File: src/rtl/fft_frame_serializer.sv
// fft_frame_serializer: takes one full N-sample complex frame in a single
// val/rdy transfer and streams it out one sample per transfer.
//
// Ports:
//   clk, reset                  clock, synchronous active-high reset
//   recv_msg_real/imag [N]      parallel frame input (raw bits)
//   recv_val / recv_rdy         frame handshake
//   send_msg_real/imag          current sample
//   send_idx                    output position k of the current sample
//   send_last                   high on the final sample of a frame
//   send_val / send_rdy         sample handshake
//
// With BIT_REVERSE=1, output position k carries buffer slot bitrev(k).
// recv_rdy depends combinationally on send_rdy so that a new frame can
// be captured on the same edge as the final sample of the old one.
module fft_frame_serializer #(
  parameter int BIT_WIDTH   = 32,
  parameter int N_SAMPLES   = 8,
  parameter bit BIT_REVERSE = 1'b0,
  localparam int IW = $clog2(N_SAMPLES)
) (
  input  logic                 clk,
  input  logic                 reset,
  input  logic [BIT_WIDTH-1:0] recv_msg_real [N_SAMPLES-1:0],
  input  logic [BIT_WIDTH-1:0] recv_msg_imag [N_SAMPLES-1:0],
  input  logic                 recv_val,
  output logic                 recv_rdy,
  output logic [BIT_WIDTH-1:0] send_msg_real,
  output logic [BIT_WIDTH-1:0] send_msg_imag,
  output logic [IW-1:0]        send_idx,
  output logic                 send_last,
  output logic                 send_val,
  input  logic                 send_rdy
);

  typedef enum logic {
    IDLE   = 1'b0,
    STREAM = 1'b1
  } state_t;

  localparam logic [IW-1:0] LAST = IW'(N_SAMPLES - 1);

  state_t state;
  state_t state_next;

  logic [IW-1:0]        cnt;
  logic [IW-1:0]        sel;
  logic [BIT_WIDTH-1:0] frame_real [N_SAMPLES-1:0];
  logic [BIT_WIDTH-1:0] frame_imag [N_SAMPLES-1:0];

  logic accept;
  logic fire;
  logic at_last;

  function automatic logic [IW-1:0] bitrev(input logic [IW-1:0] v);
    logic [IW-1:0] r;
    for (int i = 0; i < IW; i++) begin
      r[i] = v[IW-1-i];
    end
    return r;
  endfunction

  always_ff @(posedge clk) begin
    if (reset) begin
      state <= IDLE;
    end else begin
      state <= state_next;
    end
  end

  assign at_last = (cnt == LAST);

  always_comb begin
    state_next = state;
    recv_rdy   = 1'b0;
    send_val   = 1'b0;
    send_last  = 1'b0;
    unique case (state)
      IDLE: begin
        recv_rdy = 1'b1;
        if (recv_val) begin
          state_next = STREAM;
        end
      end
      STREAM: begin
        send_val  = 1'b1;
        send_last = at_last;
        recv_rdy  = at_last & send_rdy;
        // Last sample leaving with no frame waiting empties the buffer.
        if (send_rdy && at_last && !recv_val) begin
          state_next = IDLE;
        end
      end
      default: begin
        state_next = IDLE;
      end
    endcase
  end

  assign accept = recv_val & recv_rdy;
  assign fire   = send_val & send_rdy;

  always_ff @(posedge clk) begin
    if (reset) begin
      cnt <= '0;
      for (int i = 0; i < N_SAMPLES; i++) begin
        frame_real[i] <= '0;
        frame_imag[i] <= '0;
      end
    end else begin
      if (accept) begin
        cnt        <= '0;
        frame_real <= recv_msg_real;
        frame_imag <= recv_msg_imag;
      end else if (fire) begin
        // Wraps to 0 after the last sample.
        cnt <= cnt + IW'(1);
      end
    end
  end

  assign sel = BIT_REVERSE ? bitrev(cnt) : cnt;

  assign send_idx      = cnt;
  assign send_msg_real = frame_real[sel];
  assign send_msg_imag = frame_imag[sel];

endmodule

File: config.mk
export PLATFORM = sky130hd
export DESIGN_NAME = fft_frame_serializer
export DESIGN_NICKNAME = d
export VERILOG_FILES = /design/src/rtl/fft_frame_serializer.sv
export SDC_FILE = /design/constraint.sdc
export NUM_CORES = 1
export LEC_CHECK = 0
export ABC_AREA = 1
export CORE_MARGIN = 3
export CORE_UTILIZATION = 47
export CTS_BUF_LIST = sky130_fd_sc_hd__clkbuf_4 sky130_fd_sc_hd__clkbuf_8
export DETAILED_ROUTE_END_ITERATION = 8
export PLACE_DENSITY = 0.79
export RECOVER_POWER = 50
export SYNTH_ARGS = -nofsm -noshare
export SYNTH_HDL_FRONTEND = slang
export SYNTH_SLANG_ARGS = --single-unit
File: constraint.sdc
create_clock -name clk -period 1.69 [get_ports clk]
set_clock_uncertainty 0.15 [all_clocks]
set_input_delay 0.338 -clock clk [delete_from_list [all_inputs] [get_ports clk]]
set_output_delay 0.338 -clock clk [all_outputs]
set_load 0.01 [all_outputs]
==> impl_metrics.ini, run 1 <==
[pwr]
p_clk_frac = 0.359
p_int_uw = 24500
powerDensity_nw_per_um2 = 846.2
switching_share = 0.2971
peakVddDrop_v = 0.0005975
power_frac_seq = 0.393
p_leak_uw = 0.01865
power_frac_comb = 0.248
p_sw_uw = 10360

[timing]
whs_ns = 0.09064
hold_viol = 0
setup_violations = 585
maxSlewViolCount = 0
period_minus_slack_ns = 2.759
tightest_slew_ns = 0.4499
max_freq_mhz = 362.5
relSlewSlack = 0.6991
fin_crit_sh = 1.632
grt_setup_unrepaired = true
setup_ws_ns = -1.069

[logic_synthesis]
yosysMostFrequentCell = nor2_1
yosysUniqueCellTypes = 18
synthSimpleGateAreaFrac = 0.3221
ys_seq_elements = 516
synthFlopType = dfxtp_1
yosysTopAreaCellShare = 0.4008
synth-async-reset-ratio = 0
yosysTopAreaCell = dfxtp_1
synth-xor-area-share = 0.0003398
synth_common_cells = nor2_1 (1025), nand2_1 (838), inv_1 (517)
yosysSeqAreaShare = 0.4008
synthCells = 3943
synth-compound-area-share = 0.1497
synth_fa_ha_area_frac = 0.0009709
synth_area_um2 = 25770
avgSynthCellArea_um2 = 6.537
synth_edf_count = 0
yosys_warnings = 0
synth_area_leaders = dfxtp_1 (40%), nor2_1 (15%), o21bai_1 (15%), nand2_1 (12%), inv_1 (7.5%)
synthMuxAreaShare = 0
synth_fp_nets = 4461
synth_top_family_by_area = simple AND/OR/NAND/NOR gates

[grt]
grt_use_total = 0.3524
use_met3 = 0.08396
antenna_found_initial = 47
met1_usage = 0.4299
grt_overflow = 0
met2_usage = 0.5719
grt_max_degree = 94
top_usage_layer = met2
grt_pass1_vias = 27210
grt_pass1_wl_um = 155600

[critical_path]
crit_path_cell_trace = clkinv_8 > bufbuf_16 > nand2_1 > nand3_2 > nand2_1 > nand2_1 > nand2_1 > buf_2
crit_path_end_kind = output port
slowest_delay_ns = 0.45
worst-setup-path-type = flip-flop to output port
worstPathMaxFanout = 13
r2r_slack_ns = -0.82
crit_top_cell = nand2_1
r2r-start = send_idx[0]
slowest_stage = dfxtp_4
r2r_cells = 13
start_kind = flip-flop
required_ns = 1.20
arrival_ns = 2.27
rr_endpoint = frame_real[118]

[final_layout]
multi_input_area_um2 = 14380
final_net_count = 5186
fillers = 3695
area_growth_pct = 59.80
utilization = 0.7623
seqCellArea_um2 = 10340
layout-drive-gt1-share = 0.2218

[routing]
wl_um = 115000
vias_per_cell = 5.387
drt_first_pass_iters = 8
drc_errors = 0
vias = 29490
drtIter0Drc = 2627
post_drt_wl_per_cell_um = 21.01
antenna_left = 0

[min_path]
holdPathEnd = frame_imag[19]
hold_start = recv_msg_imag[19]
hp-class = input port to flip-flop
holdPathStages = 3

[die]
core.rowCount = 85
dieWidth_um = 240.2
die_area_um2 = 57680
die_h_um = 240.2
start_util = 0.4770
core-area_um2 = 54030
io_pins = 586

[flow_run]
cap_violations = 0

[placement]
hpwl_um = 66600
portBuffers = 585
gp_congestion = 0.9592

[clock_tree]
cts_made_buffers = 87
clk_pin_slew_ns = 0.07
clk_latency_ns = 0.70
clock-sinks = 516
htree_num_levels = 3
ctsLongestPathBuffers = 3
tritoncts = done
root_buffer = clkbuf_8

[status]
violations = setup timing
status = complete, but fails checks
==> worst max-delay path, delay by kind of cell (launching register included) <==
| kind | cells | cell delay [ns] |
|---|---|---|
| buffers and inverters | 3 | 0.58 |
| AND/OR/NAND/NOR | 5 | 0.54 |
| flip-flops | 1 | 0.45 |
==> power by group through the flow <==
stage | clock [µW] | combinational (µW) | sequential [µW]
detailed placement | 0 | 6280 | 13900
global placement | 0 | 6210 | 13800
CTS | 12500 | 7540 | 13600
global route | 13100 | 9210 | 13800
finish | 12500 | 8640 | 13700
floorplan | 0 | 3410 | 13700
==> registers in the layout, indices dropped and copies added, names as in the netlist <==
signal	flops
frame_imag	256
frame_real	256
send_idx	3
state	1
==> how the worst max path moves through the flow <==
stage / from / cells after the start / endpoint
2_1_floorplan: send_idx[0] / 10 / frame_imag[20]
3_3_place_gp: send_idx[0] / 8 / send_msg_imag[25]
3_5_place_dp: send_idx[0] / 8 / send_msg_imag[25]
4_1_cts: send_idx[0] / 9 / send_msg_imag[7]
5_1_grt: send_idx[0] / 8 / send_msg_real[24]
6_report: send_idx[0] / 8 / send_msg_real[24]
==> placed cells by master, fill, tap and decap left out, drive strengths merged, types with 3 or more instances in the layout <==
cell           netlist  routed
nor2              1025    1025
nand2              840     841
inv                519     524
dfxtp              516     516
clkdlybuf4s50        0     515
o21bai             512     512
buf                172     341
nand3              258     258
clkbuf              95     168
diode                0      39
clkinv               0      13
bufbuf               0      12
a21oi                3       3
==> per-stage QoR <==
stage	worst slack (ns)	area [µm²]	power (µW)	setup TNS, ns	std cells
floorplan	-0.02263	25870	17160	-8.953	3943
global placement	-0.6657	33310	20030	-247.47	5115
detailed placement	-0.6703	33310	20140	-265.79	5115
CTS	-1.078	38780	33630	-387.80	5389
global route	-1.131	41170	36140	-446.81	5466
finish	-1.069	41190	34850	-411.39	5473
==> cells by family after synthesis <==
group | Yosys count
AOI/OAI and AO/OA | 515
DFF | 516
buffers and inverters | 786
xor gates and xnor gates | 1
and+or+nand+nor | 2123
adders and majority gates | 2
==> repair_timing <==
item / in CTS / in global routing
resized for setup: 646 / 444
pin swaps: 61 / 122
gates cloned: 68 / 31
hold endpoints to repair: 4 / 0
setup endpoints to repair: 585 / 585
setup buffers: 46 / 24
hold buffers: 1 / 0
==> per-layer routing <==
metal	up-vias	part of all wire
met1	13620	0.37
met4	22	0.076
met3	551	0.099
met5	-	0.0012
li1	13550	-
met2	1750	0.46
==> cell type report <==
type	instances	area share
repair buffers	894	0.2763
repair inverters	8	0.004314
diodes	39	0.002370
inverters	519	0.04842
multi-input cells	2642	0.3492
well taps	696	0.02114
flip-flops and latches	516	0.2511
clock inverters	14	0.003554
clock buffers	145	0.04359
Note: power is estimated with default switching activity, not from simulation.
==> run 2, diff against run 1 <==
--- a/config.mk
+++ b/config.mk
@@ -9,6 +9,7 @@
 export CORE_MARGIN = 3
 export CORE_UTILIZATION = 47
 export CTS_BUF_LIST = sky130_fd_sc_hd__clkbuf_4 sky130_fd_sc_hd__clkbuf_8
+export CTS_CLUSTER_DIAMETER = 200
 export DETAILED_ROUTE_END_ITERATION = 8
 export PLACE_DENSITY = 0.79
 export RECOVER_POWER = 50
==> results of run 2 <==
No change in the layout: final DEF, timing and power equal those of run 1.
